$ cat src/rtl/cpu_pkg.sv
// Shared pipeline-control definitions: register address width and hazard FSM state encodings.
package cpu_pkg;
   localparam int REG_AW = 3;

   typedef enum logic [1:0] {
      RUN        = 2'd0,
      LOAD_STALL = 2'd1,
      BR_FLUSH   = 2'd2,
      MEM_WAIT   = 2'd3
   } state_t;
endpackage

$ cat src/rtl/sat_counter.sv
// Up-counter that stops at MAX; synchronous clear, asynchronous active-high reset.
module sat_counter #(
   parameter int           W   = 4,
   parameter logic [W-1:0] MAX = '1
) (
   input  logic         clk,
   input  logic         rst,
   input  logic         inc,
   input  logic         clr,
   output logic [W-1:0] value,
   output logic         at_max
);
   logic [W-1:0] r_value;

   always_ff @(posedge clk or posedge rst) begin
      if (rst)
         r_value <= '0;
      else if (clr)
         r_value <= '0;
      else if (inc && !at_max)
         r_value <= r_value + 1'b1;
   end

   assign value  = r_value;
   assign at_max = (r_value == MAX);
endmodule

$ cat src/rtl/hazard_ctrl.sv
// Stall/flush controller at the ID/EX consumer end; define HAZARD_STATS_EN for stall/flush counters.
// state      | meaning
// RUN        | normal issue, all hazards checked
// LOAD_STALL | one-cycle bubble after load-use, load-use check masked
// BR_FLUSH   | flushing IF/ID and ID/EX after a taken branch
// MEM_WAIT   | pipeline frozen while data memory is busy
module hazard_ctrl
   import cpu_pkg::*;
#(
   parameter int FLUSH_CYCLES = 2,
   parameter int MEM_TIMEOUT  = 15,
   parameter int CNT_W        = 16
) (
   input  logic              clk,
   input  logic              rst,
   input  logic              ID_valid,
   input  logic [REG_AW-1:0] ID_rs,
   input  logic [REG_AW-1:0] ID_rt,
   input  logic              ID_uses_rt,
   input  logic              EX_memread,
   input  logic [REG_AW-1:0] EX_rt,
   input  logic              EX_branch_taken,
   input  logic              mem_busy,
   output logic              pc_write,
   output logic              ifid_write,
   output logic              ifid_flush,
   output logic              idex_write,
   output logic              idex_flush,
   output logic              exmem_hold,
   output logic              mem_timeout,
   output logic [1:0]        state_o
`ifdef HAZARD_STATS_EN
   ,
   output logic [CNT_W-1:0]  stall_cnt,
   output logic [CNT_W-1:0]  flush_cnt
`endif
);
   localparam int FW = (FLUSH_CYCLES > 1) ? $clog2(FLUSH_CYCLES) : 1;
   localparam int WW = $clog2(MEM_TIMEOUT + 1);
   localparam logic [WW-1:0] TMO_M1 = WW'(MEM_TIMEOUT - 1);

   state_t          r_state, w_state_nxt;
   logic [FW-1:0]   r_fcnt, w_fcnt_nxt;
   logic            r_timeout;
   logic            w_load_use, w_wait_inc, w_wait_clr, w_wait_max, w_tmo_hit;
   logic [WW-1:0]   w_wait_val;

   assign w_load_use = EX_memread & ID_valid &
                       ((EX_rt == ID_rs) | (ID_uses_rt & (EX_rt == ID_rt)));

   always_ff @(posedge clk or posedge rst) begin
      if (rst) begin
         r_state   <= RUN;
         r_fcnt    <= '0;
         r_timeout <= 1'b0;
      end else begin
         r_state   <= w_state_nxt;
         r_fcnt    <= w_fcnt_nxt;
         r_timeout <= r_timeout | w_tmo_hit;
      end
   end

   // rst forces default outputs even though the state register already reads RUN
   always_comb begin
      w_state_nxt = r_state;
      w_fcnt_nxt  = r_fcnt;
      pc_write    = 1'b1;
      ifid_write  = 1'b1;
      ifid_flush  = 1'b0;
      idex_write  = 1'b1;
      idex_flush  = 1'b0;
      exmem_hold  = 1'b0;
      w_wait_inc  = 1'b0;
      w_wait_clr  = 1'b0;
      if (!rst) begin
         case (r_state)
            RUN, LOAD_STALL: begin
               if (mem_busy) begin
                  pc_write    = 1'b0;
                  ifid_write  = 1'b0;
                  idex_write  = 1'b0;
                  exmem_hold  = 1'b1;
                  w_wait_inc  = 1'b1;
                  w_state_nxt = MEM_WAIT;
               end else if (EX_branch_taken) begin
                  ifid_flush = 1'b1;
                  idex_flush = 1'b1;
                  if (FLUSH_CYCLES > 1) begin
                     w_state_nxt = BR_FLUSH;
                     w_fcnt_nxt  = FW'(FLUSH_CYCLES - 1);
                  end else begin
                     w_state_nxt = RUN;
                  end
               end else if ((r_state == RUN) && w_load_use) begin
                  pc_write    = 1'b0;
                  ifid_write  = 1'b0;
                  idex_flush  = 1'b1;
                  w_state_nxt = LOAD_STALL;
               end else begin
                  w_state_nxt = RUN;
               end
            end
            BR_FLUSH: begin
               if (mem_busy) begin
                  pc_write   = 1'b0;
                  ifid_write = 1'b0;
                  idex_write = 1'b0;
                  exmem_hold = 1'b1;
               end else begin
                  ifid_flush = 1'b1;
                  idex_flush = 1'b1;
                  w_fcnt_nxt = r_fcnt - 1'b1;
                  if (r_fcnt == FW'(1))
                     w_state_nxt = RUN;
               end
            end
            MEM_WAIT: begin
               if (mem_busy) begin
                  pc_write   = 1'b0;
                  ifid_write = 1'b0;
                  idex_write = 1'b0;
                  exmem_hold = 1'b1;
                  w_wait_inc = 1'b1;
               end else begin
                  w_wait_clr  = 1'b1;
                  w_state_nxt = RUN;
               end
            end
            default: w_state_nxt = RUN;
         endcase
      end
   end

   // Counter holds the number of wait cycles already completed; the flag rises in the cycle that reaches the limit
   sat_counter #(.W(WW), .MAX(WW'(MEM_TIMEOUT))) u_wait_cnt (
      .clk   (clk),
      .rst   (rst),
      .inc   (w_wait_inc & ~w_wait_max),
      .clr   (w_wait_clr),
      .value (w_wait_val),
      .at_max(w_wait_max)
   );

   assign w_tmo_hit   = w_wait_inc & (w_wait_val == TMO_M1);
   assign mem_timeout = r_timeout | w_tmo_hit;
   assign state_o     = r_state;

`ifdef HAZARD_STATS_EN
   logic w_stall_max, w_flush_max;

   sat_counter #(.W(CNT_W)) u_stall_cnt (
      .clk   (clk),
      .rst   (rst),
      .inc   (~pc_write & ~w_stall_max),
      .clr   (1'b0),
      .value (stall_cnt),
      .at_max(w_stall_max)
   );

   sat_counter #(.W(CNT_W)) u_flush_cnt (
      .clk   (clk),
      .rst   (rst),
      .inc   (idex_flush & ~w_flush_max),
      .clr   (1'b0),
      .value (flush_cnt),
      .at_max(w_flush_max)
   );
`else
   // Statistics counters are not built in this configuration.
`endif
endmodule

$ cat config.mk
export PLATFORM = sky130hd
export DESIGN_NAME = hazard_ctrl
export DESIGN_NICKNAME = d
export VERILOG_FILES = /design/src/rtl/cpu_pkg.sv /design/src/rtl/sat_counter.sv /design/src/rtl/hazard_ctrl.sv
export SDC_FILE = /design/constraint.sdc
export NUM_CORES = 1
export LEC_CHECK = 0
export ABC_AREA = 1
export ABC_CLOCK_PERIOD_IN_PS = 2660
export BUFFER_PORTS_ARGS = -buffer_cell sky130_fd_sc_hd__buf_2
export CELL_PAD_IN_SITES_DETAIL_PLACEMENT = 2
export CELL_PAD_IN_SITES_GLOBAL_PLACEMENT = 2
export CORE_AREA = 2 2 54 56
export CTS_CLUSTER_DIAMETER = 200
export DETAILED_ROUTE_END_ITERATION = 10
export DIE_AREA = 0 0 56 58
export PLACE_DENSITY = 0.8
export SETUP_SLACK_MARGIN = 0.15
export SLEW_MARGIN = 20
export SYNTH_ARGS = -nofsm -noshare
export SYNTH_HDL_FRONTEND = slang
export SYNTH_HIERARCHICAL = 1
export SYNTH_SLANG_ARGS = --single-unit
$ cat constraint.sdc
create_clock -name clk -period 2.66 [get_ports clk]
set_input_delay 0.532 -clock clk [delete_from_list [all_inputs] [get_ports clk]]
set_output_delay 0.532 -clock clk [all_outputs]
set_load 0.01 [all_outputs]
==> flow_metrics.py <==
metrics = {
    "critical_path": {
        "start_kind": "flop",
        "critPathMaxFanout": 6,
        "endpoint_kind": "primary output",
        "required_ns": 2.13,
        "critPathKind": "reg2out",
        "arrival_ns": 1.51,
    },
    "yosys": {
        "syn_inst": 100,
        "synth_edf_count": 0,
        "synth_common_cells": "32 x nand2_1, 20 x inv_1, 12 x nor2_1",
        "ys_seq_area_share_pct": 31.7,
        "synth_top_area_share_pct": 31.7,
        "syn_area_per_cell_um2": 6.32,
        "synth_nets": 117,
        "ys_warn_count": 6,
        "synth.distinct_cells": 21,
        "yosys-top-cells-area": "dfrtp_1 32%, nand2_1 19%, inv_1 12%",
        "yosys_register_bits": 8,
        "yosys.area.top_type": "dfrtp_1",
        "synthArstFlopShare_pct": 100,
        "synthFlopType": "dfrtp_1",
        "syn_area_um2": 632,
        "synth.most_common_cell": "nand2_1",
    },
    "drt": {
        "firstDrtPassIters": 2,
        "wirelength_mm": 1.87,
        "drtIter0Drc": 10,
        "vias": 711,
        "drt-vias-per-instance": 4.53,
        "drc": 0,
        "wl_per_cell_um": 11.9,
        "antenna_left": 0,
    },
    "floorplanning": {
        "rows": 19,
        "io_pins": 25,
        "core_mm2": 0.00266,
        "fp.dieW_um": 56,
        "start_util_pct": 23.7,
        "die_area_mm2": 0.00325,
        "die_h_um": 58,
    },
    "timing": {
        "finalSetupViolations": 0,
        "worstMarginPinSlew_ns": 0.472,
        "drv_slew": 0,
        "fin_crit_sh_pct": 76.9,
        "skew_ns": 0.00839,
        "hold_viol_final": 0,
        "rsz0062_at_grt": "no",
        "slew_headroom_pct": 68.3,
        "fmax_mhz": 489,
        "tns_ns": 0,
        "fin_crit_ns": 2.04,
        "worst_slack_ns": 0.615,
    },
    "clock_tree": {
        "cts_buffer_depth": 2,
        "clock-sinks": 8,
        "cts_tree": "built",
        "root_buffer": "clkbuf_4",
        "cts_setup_buffers": 0,
        "cts.clk_slew.worst_paths_ns": 0.06,
        "h-tree-depth": 1,
        "clk_latency_ns": 0.26,
        "hold_buffers": 0,
        "cts_resized": 0,
        "cts_buffers": 3,
    },
    "run_status": {
        "status": "complete, no violations",
    },
    "global_route": {
        "grt_pass1_vias": 751,
        "grt_usage_pct": 13.0,
        "grt_pass1_wl_mm": 3.37,
        "grtUsageMet2_pct": 25.2,
        "grt_util_met1_pct": 14.6,
        "grt_busiest_layer": "met2",
        "grt_max_degree": 7,
        "antenna_found_initial": 0,
        "gr-usage-met3_pct": 1.34,
        "grt-ovfl-total": 0,
    },
    "placement": {
        "io_buffers": 24,
        "gp_congestion": 0.786,
        "place_ws_ns": 0.681,
        "dpl.hpwl_mm": 1.65,
        "place_area_um2": 783,
        "place_inst": 154,
    },
    "power_and_ir_drop": {
        "power.density_mw_per_mm2": 623,
        "power.total_mw": 0.502,
        "p_sw_share_pct": 42.7,
        "p_sw_mw": 0.214,
        "power.leakage_nw": 0.492,
        "power_frac_comb_pct": 37.0,
        "seqPwrFrac_pct": 43.7,
        "power_frac_clock_pct": 19.4,
        "ir_drop_v": 0.000223,
        "internal-power_mw": 0.288,
    },
    "cells_and_area": {
        "final_cells": 157,
        "diodes": 0,
        "drive_above_1_share_pct": 28.6,
        "fin_nets": 145,
        "final_area_um2": 806,
        "syn2layout_area_growth_pct": 27.5,
    },
    "run": {
        "drv_cap": 0,
    },
    "min_path": {
        "hold_path.class": "in2async",
    },
}
==> cells by family after synthesis <==
logic type / count (synthesis) / share of synthesized area, %
compound gates: 8 / 9.31
xor+xnor: 2 / 2.77
fa+ha+maj: 1 / 1.98
buf+inv: 23 / 14.3
flops: 8 / 31.7
simple gates: 58 / 40.0
==> routing by layer <==
| layer | vias to the layer above | wire, um | part of all wire (%) |
|---|---|---|---|
| met3 | 2 | 68 | 3.6 |
| met1 | 333 | 737 | 39 |
| met4 | 0 | 21 | 1.1 |
| met5 | - | 0 | 0 |
| li1 | 357 | - | - |
| met2 | 19 | 1040 | 56 |
==> critical path, stage by stage (launching register included) <==
cell	delay [ns]
dfrtp_1	0.46
nor3_1	0.32
nand3_2	0.17
nand2_1	0.10
nand2_1	0.06
buf_2	0.14
==> state kept, by name (all words and copies together), names as in the netlist <==
name and count:
r_fcnt 1, r_timeout 1, state_o 2, u_wait_cnt/value 4
==> final timing paths <==
check	startpoint	endpoint	slack, ns	cells past startpoint
hold reg to reg	r_timeout	r_timeout	0.49	1
setup / recovery	state_o[1]	ifid_write	0.62	5
setup reg to reg	u_wait_cnt/value[0]	u_wait_cnt/value[3]	1.22	9
max in group asynchronous	rst	r_timeout	2.26	2
min in group clk	r_timeout	r_timeout	0.49	1
hold / removal	rst	u_wait_cnt/value[2]	0.19	2
==> power groups by stage <==
stage | sequential [mW] | clock (mW) | combinational, mW
floorplan | 0.209 | 0 | 0.123
global placement | 0.217 | 0 | 0.172
detailed placement | 0.221 | 0 | 0.190
CTS | 0.219 | 0.0991 | 0.191
global route | 0.227 | 0.104 | 0.220
finish | 0.219 | 0.0973 | 0.186
==> through the flow <==
step / utilization [%] / hold WS (ns)
3_5_place_dp: 29.4 / 0.472
5_1_grt: 30.3 / 0.210
6_report: 30.3 / 0.194
2_1_floorplan: - / 0.298
4_1_cts: 30.3 / 0.195
3_3_place_gp: 29.4 / 0.455
==> final cells by class <==
class | count | area (um^2)
well taps | 31 | 38.8
repair buffers | 24 | 120
multi-input cells | 69 | 342
flip-flops and latches | 8 | 200
inverters | 22 | 82.6
fillers | 353 | 1860
clock buffers | 3 | 22.5
==> cell usage in the layout (no fill, tap or decap) <==
cell       n
inv_1     20
nand3_1    5
o21ai_0    1
o21bai_1   2
o21ai_2    1
xnor2_1    1
clkbuf_4   3
xor2_1     1
inv_2      2
a22oi_1    1
ha_1       1
buf_2     24
nand4_1    3
nor2_1    12
nand3_2    1
dfrtp_1    8
nor3_1     2
a21oi_1    1
nand2_2    2
nor2_4     1
nand2_1   32
a21oi_2    2
Note: power is estimated with default switching activity, not from simulation.
